File: src/rtl/change_capture.sv
// Samples a small bus every clock and queues a timestamped {ts, value} entry
// on every change. Entries drain in order over a show-ahead valid/ready port.
module change_capture #(
  parameter int WIDTH    = 2,
  parameter int TS_WIDTH = 16,
  parameter int DEPTH    = 8
) (
  input  logic                      clk,
  input  logic                      rst_n,
  input  logic                      enable,
  input  logic                      clear,
  input  logic [WIDTH-1:0]          sample_in,
  output logic                      rd_valid,
  input  logic                      rd_ready,
  output logic [TS_WIDTH+WIDTH-1:0] rd_data,
  output logic [$clog2(DEPTH):0]    count,
  output logic                      overflow,
  output logic [7:0]                drop_count
);
  localparam int AW = $clog2(DEPTH);
  localparam int EW = TS_WIDTH + WIDTH;
  localparam logic [AW:0] FULL_CNT = (AW+1)'(DEPTH);
  localparam logic [AW:0] ONE_CNT  = (AW+1)'(1);

  logic [TS_WIDTH-1:0] ts;
  logic [WIDTH-1:0]    prev;
  logic [AW-1:0]       wr_ptr, rd_ptr;
  logic [EW-1:0]       mem [DEPTH];
  logic [EW-1:0]       entry;
  logic                full, change, pop, push, drop;

  assign rd_valid = (count != '0);
  assign full     = (count == FULL_CNT);
  assign change   = enable && !clear && (sample_in != prev);
  assign pop      = rd_valid && rd_ready && !clear;
  // A full FIFO still accepts a new entry when the head leaves in the same cycle.
  assign push     = change && (!full || pop);
  assign drop     = change && full && !pop;
  assign entry    = {ts, sample_in};

  always_ff @(posedge clk)
    if (push) mem[wr_ptr] <= entry;

  always_ff @(posedge clk or negedge rst_n) begin
    if (!rst_n) begin
      ts         <= '0;
      prev       <= '0;
      wr_ptr     <= '0;
      rd_ptr     <= '0;
      count      <= '0;
      overflow   <= 1'b0;
      drop_count <= '0;
      rd_data    <= '0;
    end else if (clear) begin
      ts         <= '0;
      prev       <= sample_in;
      wr_ptr     <= '0;
      rd_ptr     <= '0;
      count      <= '0;
      overflow   <= 1'b0;
      drop_count <= '0;
    end else begin
      if (enable) begin
        ts   <= ts + TS_WIDTH'(1);
        prev <= sample_in;
      end
      if (push) wr_ptr <= wr_ptr + AW'(1);
      if (pop)  rd_ptr <= rd_ptr + AW'(1);
      if (push && !pop)      count <= count + ONE_CNT;
      else if (!push && pop) count <= count - ONE_CNT;
      if (drop) begin
        overflow <= 1'b1;
        if (drop_count != 8'hFF) drop_count <= drop_count + 8'd1;
      end
      // rd_data is a register holding the head; it keeps its old value when empty.
      if (pop) begin
        if (count != ONE_CNT) rd_data <= mem[rd_ptr + AW'(1)];
        else if (push)        rd_data <= entry;
      end else if (push && count == '0) begin
        rd_data <= entry;
      end
    end
  end
endmodule

File: config.mk
export PLATFORM = sky130hd
export DESIGN_NAME = change_capture
export DESIGN_NICKNAME = d
export VERILOG_FILES = /design/src/rtl/change_capture.sv
export SDC_FILE = /design/constraint.sdc
export NUM_CORES = 1
export LEC_CHECK = 0
export CAP_MARGIN = 10
export CORE_ASPECT_RATIO = 0.5
export CORE_UTILIZATION = 45
export DETAILED_ROUTE_END_ITERATION = 10
export HOLD_SLACK_MARGIN = 0.03
export PLACE_DENSITY = 0.65
export SLEW_MARGIN = 20
export SYNTH_ARGS = -nofsm -noshare
export SYNTH_HDL_FRONTEND = slang
export SYNTH_SLANG_ARGS = --single-unit
File: constraint.sdc
create_clock -name clk -period 3.67 [get_ports clk]
set_input_delay 0.734 -clock clk [delete_from_list [all_inputs] [get_ports clk]]
set_output_delay 0.734 -clock clk [all_outputs]
set_load 0.02 [all_outputs]
After elaboration in Yosys (flattened, before gate mapping)
Memories as Yosys holds them, arrays and structs flattened.
Index checks and enable logic that the tools add are counted.
{"block": "word_totals", "reg_bits": 55, "ram_bits": 144, "inputBits": 7, "out_inout_bits": 32, "word_cells": 69, "mem_count": 1}
{"block": "op_classes", "addsub": 6, "n_eq_ne": 5, "muxes": 22, "n_bitwise": 1, "n_reduce_logical": 26}
{"memory": "mem", "depth": 8, "word_bits": 18, "rd": 1, "rd_clocked_by_memory_dff": 0, "write_ports": 1, "line": "28", "text": "logic [EW-1:0] mem [DEPTH];"}
{"op": "two-way mux 18 bit", "count": 4}
{"op": "two-way mux 16 bit", "count": 2}
{"op": "two-way mux 8 bit", "count": 3}
{"op": "adder 16 x 1 -> 16 bit (second input constant)", "count": 1}
{"op": "two-way mux 3 bit", "count": 4}
{"op": "two-way mux 4 bit", "count": 3}
{"op": "nonzero test 2 bit", "count": 6}
{"op": "logical AND 1 bit", "count": 10}
{"op": "adder 8 x 1 -> 8 bit (second input constant)", "count": 1}
{"op": "!= test 8 bit (second input constant)", "count": 1}
{"op": "adder 3 x 1 -> 3 bit (second input constant)", "count": 2}
{"op": "adder 4 x 1 -> 4 bit (second input constant)", "count": 1}
{"op": "equality test 4 bit (second input constant)", "count": 1}
{"op": "logical NOT 1 bit", "count": 4}
{"op": "logical NOT 4 bit", "count": 1}
{"op": "two-way mux 1 bit", "count": 4}
{"op": "two-way mux 2 bit", "count": 2}
{"op": "!= test 4 x 1 -> 1 bit (second input constant)", "count": 1}
{"op": "nonzero test 4 bit", "count": 1}
{"op": "subtractor 4 x 1 -> 4 bit (second input constant)", "count": 1}
{"op": "!= test 3 x 1 -> 1 bit (second input constant)", "count": 1}
{"op": "AND reduction 3 bit", "count": 1}
{"op": "nonzero test 3 bit", "count": 1}
{"op": "!= test 2 bit", "count": 1}
{"op": "other kinds (3)", "count": 3}

Logic depth before layout (Yosys ltp)
Gate-level depths: netlist of the first run.
{"block": "depth", "ltp_word": 10, "depth_mapped": 9, "mapped_depth_nobuf": 8}

Worst setup path after synthesis of the first run
No wires, ideal clock.
{"block": "synth_timing", "path_kind": "input -> register", "start": "in enable", "end": "mem mem[0][0] (netlist name) (enable)", "setup_time_ns": 0.416, "arrival_ns": 2.764, "required_ns": 3.254, "setup_slack_ns": 0.490, "cell_stages": 6, "path_cell_list": "buf_2 > and2b_4 > o21a_4 > and2_2 > nand2b_1 > nor3_1"}
{"block": "synth_between", "elab_chain_cells": 5}
{"item": "start: declaration", "line": "10", "text": "input logic enable,"}
{"item": "logical AND 1 bit (2 in series)", "line": "34", "text": "assign change = enable && !clear && (sample_in != prev);"}
{"item": "logical AND 1 bit", "line": "37", "text": "assign push = change && (!full || pop);"}
{"item": "two-way mux 1 bit", "line": "42", "text": "if (push) mem[wr_ptr] <= entry;"}
{"item": "two-way mux 1 bit (implied by the code)", "line": "42"}
{"item": "end: declaration", "line": "28"}
No other way between the ends.

Worst setup path in the final report of the first run
{"block": "layout_timing", "start": "reg count[0]", "end": "out rd_valid"}
{"block": "layout_between", "elab_chain_cells": 1}
{"item": "start: declaration", "line": "16", "text": "output logic [$clog2(DEPTH):0] count,"}
{"item": "start signal: assignment", "line": "69", "text": "if (push && !pop) count <= count + ONE_CNT;"}
{"item": "start signal: assignment", "line": "70", "text": "else if (!push && pop) count <= count - ONE_CNT;"}
{"item": "nonzero test 4 bit", "line": "32", "text": "assign rd_valid = (count != '0);"}
{"item": "end: declaration", "line": "13", "text": "output logic rd_valid,"}
No other way between the ends.

==> impl_results.md, run 1 <==
* Final period utilization at 0.8236
* CTS tree: yes
* CP endpoint kind: primary output
* Initial antenna violation count at 0
* Post-CTS setup buffers at 0
* CTS Buffer Depth at 2
* Placed cell areas at about 9000 um2
* Lkg Pwr at about 3.4 nW
* DRT iter0 DRCs at just under 400
* Nets@finish at approximately 580
* Drt drc at 1
* Cell Pwr Density at just over 600 nW/um2
* Largest net degree at the start of global routing at 38
* RSZ-0062 raised after global routing: no
* Overall fraction of global-route tracks in use at 0.1891
* First-pass GRT wire length at about 26 mm
* I/O pin total at 39
* Fmax achieved at about 330 MHz
* Vias in the first global route at roughly 4500
* Chip height at 97.52 um
* HP Class: primary input to async pin
* Total clock sinks at between 150 and 200
* Flops & latches, synth at 199
* Worst-Margin Slew at roughly 0.83 ns
* Worst Path Required at roughly 2.9 ns
* Placed wire-length estimate at ~10 mm
* Rows at 34
* Clk slew on worst S/H paths at 0.07 ns
* Critical-path cell list: inv_1 > ha_1 > or3b_1 > clkdlybuf4s50_1
* Net Count, Synth at 522
* Register-to-register setup slack at 1.31 ns
* Crit path max fanout at 8
* Slowest Stage Delay on Critical Path at between 0.5 and 0.6 ns
* Core area at about 18000 um2
* Post-route ant nets at 0
* P&R area growth vs syn at 16.99%
* Final core occ at 0.5454
* Die X-Extent at 193.0 um
* Fill cells at 1428
* Origin of the critical flop-to-flop path: count[0]$_DFFE_PN0P_
* Count of cell types in the netlist at 44
* Post-cts sizing count at 0
* TNS Setup at 0 ns
* Status: complete, but fails checks
* FF-to-FF path depth at 8
* Worst r2r dst: mem[5][8]$_DFFE_PP_
* Final Max Slew Viols at 0
* Critical Path Source Type: flip-flop
* Cell area after synthesis at 8210 um2
* Relative slew slack at 0.4497
* DP Cell Count at roughly 780
* Post-CTS Hold Buffers at 0
* Finished Layout Cells at between 800 and 900
* Diode count at 0
* Via density at between 5 and 6
* Layout cells sized above 1 at 0.1941
* Tmin final at 3.023 ns
* Slowest CP cell: clkdlybuf4s50_1
* FFs w/ async S/R, synth at 0.2764
* Failing checks: DRC
* H-tree Lvls at 4
* Routed vias at approximately 4400
* Dominant synthesized flop cell: edfxtp_1
* Clock Skew at 0.01412 ns
* Maximum vdd drop at about 0.37 mV
* Number of synthesized flops with an enable pin at ~140
* WL final at 16.30 mm
* Routed len/inst at roughly 20 um
* WP data arrival at about 2.3 ns
* Final setup viols at 0
* GRT overflow at 0
* Port Buffer Count at 38
* Post-Syn Instances at about 510
* Synthesis Warnings at 0
* Mean Syn Cell Area at approximately 16 um2
* Total of max-cap violations at 0
* Die area at between 15000 and 20000 um2
* TritonRoute pass-1 iters at 10
* Sequential area share after synthesis at 0.6943
* Initial Util at 0.4662
* Root buf cell: clkbuf_16
* WS Path Type: flip-flop to primary output
* CTS Buf Count at 17
* Worst-Skew Late Latency at between 0.4 and 0.5 ns
* Hold Fails Final Rpt at 0
* Final GP Congestion at about 0.76
* Post-route cell area at between 9000 and 10000 um2
==> cell type report <==
class | instances | area, um2 | area share
clock inverter | 10 | 142.6 | 0.01485
clock buffer | 22 | 475.5 | 0.04950
tap | 234 | 292.8 | 0.03048
timing repair buffer | 60 | 578.1 | 0.06018
inverter | 4 | 15.01 | 0.001563
multi-input combinational | 282 | 2400 | 0.2498
sequential | 199 | 5702 | 0.5936
==> critical path, delay by kind of cell, from the launching register on <==
kind / cells / cell delay [ns]
fa+ha+maj: 1 / 0.23
flops: 1 / 0.47
simple gates: 1 / 0.48
buf+inv: 2 / 0.67
==> synthesized netlist by cell type (all sizes together), types with 7 or more instances <==
library cell	instances	area, um2
mux2i	22	220.2
mux4	36	810.8
ha	7	87.58
edfxtp	144	4324
nand3	9	45.04
nor2	38	142.6
nand4	7	43.79
o21ai	38	193.9
buf	15	92.59
dfrtp	55	1376
clkbuf	8	30.03
nand2	56	217.7
xor2	24	232.7
==> cell families after synthesis <==
family,after synthesis,share of synthesized area
simple gates,135,0.07574
buf+inv,27,0.01676
mux,60,0.1283
xor+xnor,30,0.03475
flops,199,0.6943
compound gates,50,0.03947
fa+ha+maj,7,0.01067
==> flip-flops by register name, summed over array words and instances, names as in the netlist <==
name        count
count           4
drop_count      8
mem           144
overflow        1
prev            2
rd_data        18
rd_ptr          3
ts             16
wr_ptr          3
==> worst max-delay path by stage <==
stage,slack (ns),from,endpoint
CTS,0.63,count[0]$_DFFE_PN0P_,rd_valid
global placement,0.72,enable,mem[6][13]$_DFFE_PP_
finish,0.65,count[0]$_DFFE_PN0P_,rd_valid
global route,0.56,count[0]$_DFFE_PN0P_,rd_valid
detailed placement,0.65,enable,mem[6][13]$_DFFE_PP_
floorplan,0.49,enable,mem[0][0]$_DFFE_PP_
==> per-stage QoR <==
step	hold WS [ns]	setup WS, ns	power (W)
floorplan	0.4384	0.4905	0.003670
detailed placement	0.4754	0.6532	0.004113
CTS	0.4212	0.6287	0.006049
global placement	0.4662	0.7217	0.004095
finish	0.4009	0.6474	0.005993
global route	0.4618	0.5559	0.006268
==> per-layer routing <==
layer,vias up,GRT usage,wire (um)
li1,2020,-,-
met1,2252,0.2914,8080
met2,102,0.2702,7208
met3,15,0.03864,818
met4,0,0.05589,189
met5,-,0,0
==> power by group <==
| group | switching (W) | internal [W] | leakage, nW |
|---|---|---|---|
| clock | 0.000811 | 0.00114 | 0.301 |
| combinational | 0.000786 | 0.000637 | 0.998 |
| sequential | 0.000104 | 0.00252 | 2.10 |
==> cells in the final DEF, fill, tap and decap left out, types with 9 or more instances in the layout <==
cell,instances
mux2i_1,22
edfxtp_1,144
xor2_1,21
nand3_1,9
clkbuf_16,18
nor2_1,31
mux4_2,36
clkdlybuf4s50_1,37
o21ai_0,19
dfrtp_1,54
nand2_1,55
o21ai_1,18
buf_4,19
Note: power is estimated with default switching activity, not from simulation.
==> inputs of run 2 (changes only) <==
==> constraint.sdc (replaced) <==
create_clock -name clk -period 3 [get_ports clk]
set_input_delay 0.6 -clock clk [delete_from_list [all_inputs] [get_ports clk]]
set_output_delay 0.6 -clock clk [all_outputs]
set_load 0.02 [all_outputs]
==> impl_results.md, run 2 (same netlist as run 1, synthesis figures left out) <==
* Maximum vdd drop at 0.4111 mV
* Rows at 34
* Relative slew slack at 0.5695
* Largest net degree at the start of global routing at 38
* Clk pwr share at 0.317
* Most common cell after layout, fill and taps aside: edfxtp_1
* CTS Buf Count at 17
* Finished Layout Cells at between 800 and 900
* Fmax achieved at slightly below 400 MHz
* CP endpoint kind: primary output
* DRT iter0 DRCs at approximately 360
* Total clock sinks at about 200
* P&R area growth vs syn at 18.87%
* Overall fraction of global-route tracks in use at 0.1925
* Final GP Congestion at between 0.7 and 0.8
* Diode count at 0
* DP Cell Count at a little under 800
* Die X-Extent at a little under 200 um
* TritonRoute pass-1 iters at 4
* Cell Pwr Density at 753.2 nW/um2
* Worst path bufs/invs at 2
* Placed wire-length estimate at around 11 mm
* Crit path max fanout at 8
* Clock Skew at around 0.014 ns
* Drt drc at 0
* Port Buffer Count at 38
* Vias in the first global route at between 4000 and 5000
* CTS Buffer Depth at 2
* Placed cell areas at just over 9000 um2
* Slowest Stage Delay on Critical Path at about 0.49 ns
* Routed vias at approximately 4400
* H-tree Lvls at 4
* Nets@finish at between 500 and 600
* Top delay family on crit path: simple AND/OR/NAND/NOR gates
* Critical Path Source Type: flip-flop
* Fin worst setup slack at around 0.44 ns
* Initial Util at 0.4662
* Most frequent cells in the layout: edfxtp_1, nand2_1, dfrtp_1, mux4_2, clkdlybuf4s50_1
* TNS Setup at 0 ns
* Via density at 5.411
* Worst-Margin Slew at roughly 0.64 ns
* First-pass GRT wire length at 26.54 mm
* Core area at approximately 18000 um2
* Final Max Slew Viols at 0
* I/O pin total at 39
* CTS tree: yes
* Post-cts sizing count at 0
* Die area at 18820 um2
* Worst-Skew Late Latency at approximately 0.43 ns
* Tmin final at between 2 and 3 ns
* Layout cells sized above 1 at 0.2116
* Sw Pwr at between 0.002 and 0.0025 W
* Status: finished, final reports clean
* Internal power at about 0.0051 W
* Fill cells at 1395
* HP Class: primary input to async pin
* Initial antenna violation count at 0
* Total of max-cap violations at 0
* GRT overflow at 0
* Post-route cell area at approximately 9800 um2
* Post-route ant nets at 0
* Regs by FF count: mem (144), rd_data (18), ts (16)
* Final core occ at 0.5541
* Chip height at 97.52 um
* Final period utilization at 0.8549
* Final setup viols at 0
* Reg with most FFs: mem
* Hold Fails Final Rpt at 0
* Routed len/inst at around 20 um
* Post-CTS Hold Buffers at 0
* WL final at roughly 16 mm
* RSZ-0062 raised after global routing: no
* Seq pwr share at 0.436
* WP data arrival at ~2.0 ns
* Comb power frac at 0.247
* Lkg Pwr at between 3 and 4 nW
* Max reg flops at 144
* Slowest CP cell: or3b_1
* WS Path Type: flip-flop to primary output
* Post-CTS setup buffers at 0
* Root buf cell: clkbuf_16
* Clk slew on worst S/H paths at roughly 0.080 ns
* Setup Slack @ Placement at roughly 0.15 ns
* Sw frac at 0.3091
* Critical-path cell list: inv_1 > ha_1 > or3b_1 > dlymetal6s2s_1
* Worst Path Required at around 2.4 ns
-- run 2: worst register-to-register path, cell delays in order (launching register included) --
cell	delay (ns)
dfrtp_1	0.48
inv_1	0.07
ha_1	0.25
and3b_2	0.24
or3b_1	0.42
buf_4	0.17
mux2i_1	0.12
o41ai_1	0.40
-- run 2: cell type report --
class / count / area (um2) / area share
sequential: 199 / 5702 / 0.5842
multi-input combinational: 282 / 2400 / 0.2459
clock inverter: 15 / 188.9 / 0.01936
inverter: 4 / 15.01 / 0.001538
tap: 234 / 292.8 / 0.03000
timing repair buffer: 69 / 735.7 / 0.07538
clock buffer: 17 / 425.4 / 0.04359
-- run 2: power by group through the flow --
| stage | logic, W | clock network (W) | registers, W |
|---|---|---|---|
| finish | 0.00182 | 0.00233 | 0.00320 |
| CTS | 0.00186 | 0.00237 | 0.00320 |
| detailed placement | 0.00185 | 0 | 0.00326 |
| global route | 0.00198 | 0.00248 | 0.00322 |
| floorplan | 0.00115 | 0 | 0.00334 |
| global placement | 0.00184 | 0 | 0.00325 |
-- run 2: routing by layer --
metal,wire length (um),part of all wire,global-route usage
met1,7836,0.48,0.2970
met2,7334,0.45,0.2771
met3,1137,0.069,0.03720
met4,148,0.0090,0.05529
met5,0,0,0
-- run 2: worst paths after layout --
check	start	to	slack [ns]	depth (start not counted)
worst max register to register	count[0]$_DFFE_PN0P_	count[2]$_DFFE_PN0P_	0.71	7
min in group clk	rd_data[12]$_DFFE_PN0P_	rd_data[12]$_DFFE_PN0P_	0.49	2
max in group asynchronous	rst_n	ts[6]$_DFFE_PN0P_	2.24	2
worst max-delay path	count[0]$_DFFE_PN0P_	rd_valid	0.44	4
worst min register to register	rd_data[12]$_DFFE_PN0P_	rd_data[12]$_DFFE_PN0P_	0.49	2
worst min-delay path	rst_n	drop_count[1]$_DFFE_PN0P_	0.08	1
-- run 2: stage by stage --
step                      hold WS [ns]  power, W
after CTS                      0.08268  0.007433
after detailed placement        0.4762  0.005111
after global placement          0.4665  0.005096
after floorplan                 0.3044  0.004489
after global routing           0.09645  0.007682
final                          0.08023  0.007351
